===== src/rtl/shared_lock.sv =====
// shared_lock: round-robin mutual-exclusion lock with registered one-hot grant,
// release strobes and an optional hold timeout that forces a release.
`default_nettype none

module shared_lock #(
  parameter  int NREQ      = 4,
  parameter  int TIMEOUT_W = 8,
  parameter  int TIMEOUT   = 0,
  localparam int OW        = (NREQ > 1) ? $clog2(NREQ) : 1
) (
  input  logic            clk,
  input  logic            nrst,
  input  logic [NREQ-1:0] req,
  input  logic [NREQ-1:0] rel,
  output logic [NREQ-1:0] grant,
  output logic            locked,
  output logic [OW-1:0]   owner,
  output logic            timeout
);

  localparam logic STATE_FREE = 1'b0;
  localparam logic STATE_HELD = 1'b1;

  localparam logic [TIMEOUT_W-1:0] TO_LAST =
    (TIMEOUT == 0) ? '0 : TIMEOUT_W'(TIMEOUT - 1);

  logic                 state, state_nx;
  logic [TIMEOUT_W-1:0] cnt, cnt_nx;
  logic [NREQ-1:0]      grant_nx;
  logic                 locked_nx;
  logic [OW-1:0]        owner_nx;
  logic                 timeout_nx;

  logic                 rel_own;
  logic                 to_hit;
  logic [OW-1:0]        win_idx;
  logic [OW:0]          best_d;
  logic [OW:0]          d;

  // Only the current owner's strobe counts; grant is all-zero in FREE.
  assign rel_own = |(rel & grant);
  assign to_hit  = (TIMEOUT != 0) && (cnt == TO_LAST);

  // Winner = requester with smallest circular distance after the last owner.
  always_comb begin
    best_d  = (OW+1)'(NREQ);
    win_idx = '0;
    d       = '0;
    for (int i = 0; i < NREQ; i++) begin
      d = (OW+1)'(i) + (OW+1)'(NREQ) - {1'b0, owner} - (OW+1)'(1);
      if (d >= (OW+1)'(NREQ)) d = d - (OW+1)'(NREQ);
      if (req[i] && (d < best_d)) begin
        best_d  = d;
        win_idx = OW'(i);
      end
    end
  end

  always_ff @(posedge clk) begin
    if (!nrst) begin
      state   <= STATE_FREE;
      grant   <= '0;
      locked  <= 1'b0;
      owner   <= OW'(NREQ - 1);
      cnt     <= '0;
      timeout <= 1'b0;
    end else begin
      state   <= state_nx;
      grant   <= grant_nx;
      locked  <= locked_nx;
      owner   <= owner_nx;
      cnt     <= cnt_nx;
      timeout <= timeout_nx;
    end
  end

  always_comb begin
    state_nx = state;
    unique case (state)
      STATE_FREE: if (|req) state_nx = STATE_HELD;
      STATE_HELD: if (rel_own || to_hit) state_nx = STATE_FREE;
      default:    state_nx = STATE_FREE;
    endcase
  end

  always_comb begin
    grant_nx   = grant;
    locked_nx  = locked;
    owner_nx   = owner;
    cnt_nx     = cnt;
    timeout_nx = 1'b0;
    unique case (state)
      STATE_FREE: begin
        if (|req) begin
          grant_nx  = {{(NREQ-1){1'b0}}, 1'b1} << win_idx;
          locked_nx = 1'b1;
          owner_nx  = win_idx;
          cnt_nx    = '0;
        end
      end
      STATE_HELD: begin
        if (rel_own || to_hit) begin
          grant_nx   = '0;
          locked_nx  = 1'b0;
          timeout_nx = ~rel_own;
        end else if (cnt != '1) begin
          cnt_nx = cnt + 1'b1;
        end
      end
      default: begin
        grant_nx  = '0;
        locked_nx = 1'b0;
      end
    endcase
  end

endmodule

`default_nettype wire

===== config.mk =====
export PLATFORM = sky130hd
export DESIGN_NAME = shared_lock
export DESIGN_NICKNAME = d
export VERILOG_FILES = /design/src/rtl/shared_lock.sv
export SDC_FILE = /design/constraint.sdc
export NUM_CORES = 1
export LEC_CHECK = 0
export ABC_AREA = 1
export BUFFER_PORTS_ARGS = -buffer_cell sky130_fd_sc_hd__buf_2
export CAP_MARGIN = 25
export CORE_MARGIN = 5
export CORE_UTILIZATION = 50
export CTS_CLUSTER_SIZE = 10
export DETAILED_ROUTE_END_ITERATION = 8
export GPL_TIMING_DRIVEN = 0
export PLACE_DENSITY = 0.86
export SLEW_MARGIN = 30
export SYNTH_ARGS = -nofsm -noshare
export SYNTH_HDL_FRONTEND = slang
export SYNTH_SLANG_ARGS = --single-unit

===== constraint.sdc =====
create_clock -name clk -period 4 [get_ports clk]
set_input_delay 0.4 -clock clk [delete_from_list [all_inputs] [get_ports clk]]
set_output_delay 0.4 -clock clk [all_outputs]
set_load 0.02 [all_outputs]

==> impl_metrics.prom, run 1 <==
# TYPE chip_impl_metric gauge
chip_impl_metric{name="grt.total_usage",unit=""} 0.147
chip_impl_metric{name="final-setup-viol-count",unit=""} 0
chip_impl_metric{name="num-fill-cells",unit=""} 129
chip_impl_metric{name="clkSinkCount",unit=""} 9
chip_impl_metric{name="via_count_of_the_first_global_routing_pass",unit=""} 584
chip_impl_metric{name="chipWidth",unit="um"} 48.0
chip_impl_metric{name="synthesis.nets",unit=""} 118
chip_impl_metric{name="antenna_found_initial",unit=""} 0
chip_impl_metric{name="synth_top_area_frac",unit=""} 0.249
chip_impl_metric{name="start_util",unit=""} 0.542
chip_impl_metric{name="worst-endpoint-arrival",unit="ns"} 3.69
chip_impl_metric{name="seq_area",unit="um^2"} 180
chip_impl_metric{name="num_io_pins",unit=""} 18
chip_impl_metric{name="cts_inserted_buffers",unit=""} 3
chip_impl_info{name="layout.cells.most_common",value="nand2_1"} 1
chip_impl_metric{name="fp.coreArea",unit="um^2"} 1330
chip_impl_metric{name="yosysWarningCount",unit=""} 0
chip_impl_metric{name="p_leak",unit="uW"} 0.000475
chip_impl_metric{name="critical_path_cell_count",unit=""} 20
chip_impl_metric{name="timing.fmax",unit="GHz"} 0.282
chip_impl_metric{name="layout_cells_sized_above_1",unit=""} 0.370
chip_impl_metric{name="path_clk_slew",unit="ns"} 0.06
chip_impl_info{name="holdCritPathClass",value="in2reg"} 1
chip_impl_metric{name="finalWeightedCongestion",unit=""} 0.825
chip_impl_metric{name="postSynthCellCount",unit=""} 98
chip_impl_info{name="tritoncts_clock_tree",value="built"} 1
chip_impl_metric{name="maximum_fanout_along_the_worst_path",unit=""} 8
chip_impl_metric{name="dieArea",unit="um^2"} 2310
chip_impl_metric{name="place_hpwl",unit="mm"} 1.14
chip_impl_info{name="startpoint_type",value="flip-flop"} 1
chip_impl_metric{name="dp.cells",unit=""} 130
chip_impl_metric{name="number_of_hold_repair_buffers_added_at_the_cts_stage",unit=""} 0
chip_impl_metric{name="synthesis.area",unit="um^2"} 723
chip_impl_metric{name="vias_per_cell",unit=""} 4.92
chip_impl_metric{name="floorplan.die.height",unit="um"} 48.0
chip_impl_info{name="layout.cells.most_common_list",value="19 x nand2_1, 17 x buf_2, 10 x ha_1"} 1
chip_impl_metric{name="vdd_drop_max",unit="V"} 0.000300
chip_impl_metric{name="area_growth",unit="%"} 18.0
chip_impl_metric{name="clk_latency",unit="ns"} 0.26
chip_impl_metric{name="final.period_utilization",unit=""} 0.886
chip_impl_metric{name="layout.cells.non_filler",unit=""} 134
chip_impl_metric{name="overflow",unit=""} 0
chip_impl_metric{name="pin_count_of_the_biggest_net_entering_global_routing",unit=""} 9
chip_impl_metric{name="placementRows",unit=""} 13
chip_impl_metric{name="min_period",unit="ns"} 3.54
chip_impl_metric{name="setup_total_negative_slack",unit="ns"} 0
chip_impl_metric{name="placedInstanceArea",unit="um^2"} 827
chip_impl_metric{name="worst_path_largest_cell_delay",unit="ns"} 0.48
chip_impl_info{name="synthDominantAreaCellType",value="dfxtp_1"} 1
chip_impl_metric{name="clockBufferDepth",unit=""} 2
chip_impl_metric{name="post_cts_resized",unit=""} 0
chip_impl_metric{name="drt_iter0_markers",unit=""} 8
chip_impl_metric{name="first_pass_iters",unit=""} 4
chip_impl_metric{name="drtAntennaViolNets",unit=""} 0
chip_impl_metric{name="max_cap_violations",unit=""} 0
chip_impl_metric{name="vias",unit=""} 659
chip_impl_metric{name="post_synth_num_cell_types",unit=""} 23
chip_impl_info{name="grt_setup_unrepaired",value="no"} 1
chip_impl_info{name="cpMaxStageDelayCell",value="dfxtp_1"} 1
chip_impl_metric{name="timing.final.hold_violations",unit=""} 0
chip_impl_metric{name="multi_input_comb_area",unit="um^2"} 462
chip_impl_info{name="timing.critical_path.max_delay_family",value="adder cells"} 1
chip_impl_metric{name="average_size_of_a_mapped_cell",unit="um^2"} 7.38
chip_impl_metric{name="worst_case_clock_skew",unit="ns"} 0.00336
chip_impl_info{name="worstPathCellList",value="bufinv_8 > ha_1 > nor2_1 > ha_1 > nand2_1 > clkinv_1 > nand2_2 > nand2_2 > nand2_1 > o21ai_1 > ha_1 > a21oi_2 > nand3_4 > nand2_1 > o21ai_1 > ha_1 > a211oi_2 > nand2_2 > nand2_1 > a21oi_1"} 1
chip_impl_info{name="end_kind",value="flip-flop"} 1
chip_impl_metric{name="antenna_cells_inserted",unit=""} 0
chip_impl_metric{name="final_design_area_no_fill",unit="um^2"} 853
chip_impl_info{name="ys_top_cells_by_area",value="dfxtp_1 25%, ha_1 17%, nand2_1 9.9%"} 1
chip_impl_metric{name="remaining_drc_errors",unit=""} 0
chip_impl_metric{name="ys_ff_latch",unit=""} 9
chip_impl_metric{name="final_nets",unit=""} 140
chip_impl_metric{name="fin_worst_hold_slack",unit="ns"} 0.415
chip_impl_metric{name="buffer_ports.inserted",unit=""} 17
chip_impl_metric{name="htree_num_levels",unit=""} 1
chip_impl_metric{name="ff2ff_path_depth",unit=""} 20
chip_impl_metric{name="power_per_cell_area",unit="nW/um^2"} 652
chip_impl_metric{name="post_cts.repair.setup_buffers",unit=""} 0
chip_impl_metric{name="synth-seq-area-share",unit=""} 0.249
chip_impl_metric{name="timing.critical_path.buf_inv",unit=""} 2
chip_impl_metric{name="min_path_cells",unit=""} 3
chip_impl_metric{name="wirelength",unit="mm"} 1.40
chip_impl_metric{name="slew_viol_final",unit=""} 0
chip_impl_metric{name="worst-endpoint-required",unit="ns"} 4.15
chip_impl_info{name="cts.root.buffer_cell",value="clkbuf_4"} 1
chip_impl_metric{name="wire_per_inst",unit="um"} 10.5
chip_impl_info{name="status",value="finished, final reports clean"} 1
chip_impl_metric{name="grt_pass1_wl",unit="mm"} 2.33
chip_impl_info{name="criticalPathCategory",value="reg2reg"} 1
==> report_power, final <==
part | internal (uW) | switching (uW)
Combinational | 140 | 210
Sequential | 112 | 25.9
Clock | 38.4 | 30.7
==> flip-flops by register name (all words and copies together) (netlist names) <==
| name | cells |
|---|---|
| grant | 4 |
| owner | 2 |
| locked | 1 |
| state | 1 |
| timeout | 1 |
==> synth_stat cells <==
| cell type | number |
|---|---|
| inv_1 | 9 |
| inv_2 | 7 |
| a31oi_1 | 1 |
| nand3_1 | 3 |
| nand3b_1 | 1 |
| clkinv_1 | 1 |
| a21oi_2 | 1 |
| nand3_2 | 2 |
| nand2_1 | 19 |
| bufinv_8 | 1 |
| nand3_4 | 1 |
| dfxtp_1 | 9 |
| nand2_2 | 9 |
| ha_1 | 10 |
| nor2_1 | 6 |
| o21ai_1 | 5 |
| a21oi_1 | 6 |
| nor2_4 | 1 |
| a211oi_2 | 1 |
| a22o_1 | 2 |
| nor3_1 | 1 |
| nor2_2 | 1 |
| conb_1 | 1 |
==> area by class of cell <==
cell class,count,area share
Timing Repair Buffer,17,0.0997
Tap cell,15,0.0220
Inverter,18,0.0953
Sequential cell,9,0.211
Clock buffer,4,0.0308
Multi-Input combinational cell,71,0.541
==> worst min-delay path, stage by stage <==
cell and delay [ns]:
buf_2 0.09, o21ai_1 0.07, nor2_1 0.08
==> final timing paths <==
path	endpoint	slack, ns	from
setup reg to reg	grant[1]$_SDFFE_PN0P_	0.46	owner[0]$_SDFFE_PN1P_
setup / recovery	grant[1]$_SDFFE_PN0P_	0.46	owner[0]$_SDFFE_PN1P_
hold / removal	locked$_SDFFE_PN0P_	0.42	nrst
hold reg to reg	locked$_SDFFE_PN0P_	0.48	locked$_SDFFE_PN0P_
==> logic make-up after synthesis <==
kind of cell               synth area share
AOI/OAI and AO/OA                     0.138
adders and majority gates             0.173
buffers and inverters                 0.112
DFF                                   0.249
other                               0.00519
and+or+nand+nor                       0.322
==> layer usage <==
layer | share of wire | vias to the layer above | global-route usage
met5 | 0 | - | 0
met4 | 0.022 | 0 | 0.0645
met3 | 0.053 | 4 | 0.0226
met2 | 0.53 | 15 | 0.274
met1 | 0.40 | 287 | 0.160
li1 | - | 353 | -
==> stage by stage <==
step                      power, uW  utilization  worst slack [ns]
after global placement          477        0.620             0.522
final                           557        0.640             0.455
after global routing            621        0.640            0.0732
after floorplan                 419            -             0.635
after detailed placement        490        0.620             0.434
after CTS                       564        0.640             0.409
Note: power is estimated with default switching activity, not from simulation.
==> run 2, diff against run 1 <==
==> constraint.sdc (replaced) <==
create_clock -name clk -period 3.4 [get_ports clk]
set_input_delay 0.34 -clock clk [delete_from_list [all_inputs] [get_ports clk]]
set_output_delay 0.34 -clock clk [all_outputs]
set_load 0.02 [all_outputs]
==> run 2 against run 1 <==
  * Combinational power up 53%
  * Setup slack worse by 0.30 ns
  * Final cell count up 6.7%
  * Clock skew about the same
  * First-iteration DRC count up 13%
  * Highest routed layer unchanged
==> impl_metrics.prom, run 2 (same netlist as run 1, synthesis figures left out) <==
# TYPE chip_impl_metric gauge
chip_impl_info{name="cts.root.buffer_cell",value="clkbuf_4"} 1
chip_impl_metric{name="number_of_hold_repair_buffers_added_at_the_cts_stage",unit=""} 0
chip_impl_info{name="holdCritPathClass",value="in2reg"} 1
chip_impl_info{name="status",value="finished, final reports clean"} 1
chip_impl_metric{name="p_leak",unit="uW"} 0.000523
chip_impl_info{name="tritoncts_clock_tree",value="built"} 1
chip_impl_metric{name="vdd_drop_max",unit="V"} 0.000447
chip_impl_metric{name="floorplan.die.height",unit="um"} 48.0
chip_impl_metric{name="cts_inserted_buffers",unit=""} 3
chip_impl_metric{name="maximum_fanout_along_the_worst_path",unit=""} 6
chip_impl_metric{name="final_design_area_no_fill",unit="um^2"} 991
chip_impl_metric{name="antenna_cells_inserted",unit=""} 0
chip_impl_info{name="criticalPathCategory",value="reg2reg"} 1
chip_impl_metric{name="min_path_cells",unit=""} 3
chip_impl_metric{name="num_io_pins",unit=""} 18
chip_impl_metric{name="overflow",unit=""} 0
chip_impl_metric{name="layout.cells.non_filler",unit=""} 143
chip_impl_metric{name="drtAntennaViolNets",unit=""} 0
chip_impl_metric{name="seqPwrFrac",unit=""} 0.208
chip_impl_info{name="largest_registers",value="grant x4, owner x2"} 1
chip_impl_metric{name="final_core_utilization",unit=""} 0.743
chip_impl_metric{name="clkSinkCount",unit=""} 9
chip_impl_metric{name="power.internal",unit="uW"} 404
chip_impl_metric{name="dieArea",unit="um^2"} 2310
chip_impl_metric{name="max_cap_violations",unit=""} 0
chip_impl_info{name="worstHoldStart",value="nrst"} 1
chip_impl_metric{name="ff2ff_path_depth",unit=""} 22
chip_impl_metric{name="placedInstanceArea",unit="um^2"} 827
chip_impl_metric{name="wire_per_inst",unit="um"} 12.1
chip_impl_metric{name="grt.total_usage",unit=""} 0.152
chip_impl_metric{name="power_switching",unit="uW"} 380
chip_impl_metric{name="clk_latency",unit="ns"} 0.27
chip_impl_metric{name="pin_count_of_the_biggest_net_entering_global_routing",unit=""} 9
chip_impl_metric{name="grt_pass1_wl",unit="mm"} 2.41
chip_impl_info{name="regToRegStartpoint",value="owner[0]$_SDFFE_PN1P_"} 1
chip_impl_metric{name="first_pass_iters",unit=""} 4
chip_impl_metric{name="power.share.clock",unit=""} 0.108
chip_impl_metric{name="worst-endpoint-arrival",unit="ns"} 3.39
chip_impl_metric{name="via_count_of_the_first_global_routing_pass",unit=""} 611
chip_impl_metric{name="antenna_found_initial",unit=""} 0
chip_impl_metric{name="setup_total_negative_slack",unit="ns"} 0
chip_impl_metric{name="largest_reg_flops",unit=""} 4
chip_impl_metric{name="placementRows",unit=""} 13
chip_impl_metric{name="finalWeightedCongestion",unit=""} 0.825
chip_impl_metric{name="final_nets",unit=""} 149
chip_impl_metric{name="buffer_ports.inserted",unit=""} 17
chip_impl_metric{name="sw_frac_of_total",unit=""} 0.485
chip_impl_info{name="end_kind",value="flip-flop"} 1
chip_impl_metric{name="total_power",unit="uW"} 784
chip_impl_metric{name="wirelength",unit="mm"} 1.73
chip_impl_info{name="critPathLaunch",value="owner[0]$_SDFFE_PN1P_"} 1
chip_impl_metric{name="dp.cells",unit=""} 130
chip_impl_metric{name="drt_iter0_markers",unit=""} 9
chip_impl_metric{name="final.period_utilization",unit=""} 0.953
chip_impl_info{name="largest-register",value="grant"} 1
chip_impl_metric{name="min_period",unit="ns"} 3.24
chip_impl_metric{name="chipWidth",unit="um"} 48.0
chip_impl_metric{name="slew_viol_final",unit=""} 0
chip_impl_info{name="hold-path-endpoint",value="locked$_SDFFE_PN0P_"} 1
chip_impl_metric{name="layout_cells_sized_above_1",unit=""} 0.516
chip_impl_info{name="layout.cells.most_common",value="buf_2"} 1
chip_impl_info{name="r2r-end",value="grant[2]$_SDFFE_PN0P_"} 1
chip_impl_metric{name="remaining_drc_errors",unit=""} 0
chip_impl_metric{name="timing.final.hold_violations",unit=""} 0
chip_impl_metric{name="path_clk_slew",unit="ns"} 0.06
chip_impl_info{name="startpoint_type",value="flip-flop"} 1
chip_impl_metric{name="htree_num_levels",unit=""} 1
chip_impl_metric{name="vias",unit=""} 721
chip_impl_metric{name="place_hpwl",unit="mm"} 1.14
chip_impl_metric{name="worst-endpoint-required",unit="ns"} 3.55
chip_impl_info{name="layout.cells.most_common_list",value="17 x buf_2, 14 x nand2_1, 11 x nand2_2"} 1
chip_impl_metric{name="area_growth",unit="%"} 37.0
chip_impl_metric{name="worst_case_clock_skew",unit="ns"} 0.00372
chip_impl_metric{name="vias_per_cell",unit=""} 5.04
chip_impl_metric{name="fp.coreArea",unit="um^2"} 1330
chip_impl_metric{name="worst-r2r-setup-slack",unit="ns"} 0.16
chip_impl_metric{name="clockBufferDepth",unit=""} 2
chip_impl_metric{name="timing.fmax",unit="GHz"} 0.309
chip_impl_metric{name="power_per_cell_area",unit="nW/um^2"} 791
chip_impl_metric{name="final-setup-viol-count",unit=""} 0
chip_impl_metric{name="start_util",unit=""} 0.542
chip_impl_metric{name="comb_power_share",unit=""} 0.683
## run 2: cell types whose count changed in the layout (fill, tap and decap cells not counted), moves of 2 or more
cell     before  now
o21ai_4       0    2
nand2_4       0    3
nand2_1      19   14
buf_4         0    9
dfxtp_1       9    7
dfxtp_4       0    2
o21ai_1       5    2
nand2_2       9   11
## run 2: worst max-delay path, stage by stage (launching register included)
cell and delay, ns:
dfxtp_4 0.39, inv_8 0.04, ha_1 0.18, inv_1 0.06, nor2_2 0.04, ha_1 0.19, inv_1 0.06, nand2_1 0.07
nor2_4 0.15, nand2_4 0.11, o21ai_4 0.20, ha_4 0.23, nand2_1 0.07, inv_2 0.03, nand2_2 0.07, nand3_4 0.12
nand2_2 0.10, o21ai_2 0.05, ha_1 0.32, a211oi_2 0.31, nand2_2 0.14, nand2_1 0.10, a21oi_1 0.07
## run 2: per-stage QoR
stage / hold slack [ns] / worst slack (ns)
2_1_floorplan: 0.489 / 0.0354
3_3_place_gp: 0.460 / -0.0782
3_5_place_dp: 0.474 / -0.166
4_1_cts: 0.358 / 0.00731
5_1_grt: 0.393 / -0.0121
6_report: 0.343 / 0.160
## run 2: area by class of cell
type / count / area, um^2
Clock buffer: 4 / 26.3
Fill cell: 102 / 343
Inverter: 18 / 75.1
Multi-Input combinational cell: 71 / 531
Sequential cell: 9 / 188
Tap cell: 15 / 18.8
Timing Repair Buffer: 26 / 153
## run 2: worst max-delay path by stage
stage                                 end  slack [ns]
CTS                 grant[1]$_SDFFE_PN0P_       0.007
finish              grant[2]$_SDFFE_PN0P_        0.16
floorplan           grant[2]$_SDFFE_PN0P_        0.04
global placement    grant[1]$_SDFFE_PN0P_       -0.08
global route        grant[2]$_SDFFE_PN0P_       -0.01
detailed placement  grant[1]$_SDFFE_PN0P_       -0.17
## run 2: metal layers
metal | share of wire | global-route usage
met1 | 0.35 | 0.160
met2 | 0.54 | 0.290
met3 | 0.062 | 0.0226
met4 | 0.050 | 0.0645
met5 | 0 | 0
## run 2: timing repair
item,in CTS,in global routing
endpoints found under the setup margin,6,6
resized for setup,4,17
buffers inserted,0,9
pin swaps,2,14
hold endpoints to repair,0,0
## run 2: power by group through the flow
stage          Clock [uW]  Sequential, uW  Combinational (uW)
6_report             84.8             163                 536
5_1_grt              90.9             167                 591
4_1_cts              83.2             166                 420
3_5_place_dp            0             164                 412
3_3_place_gp            0             162                 400
2_1_floorplan           0             187                 305
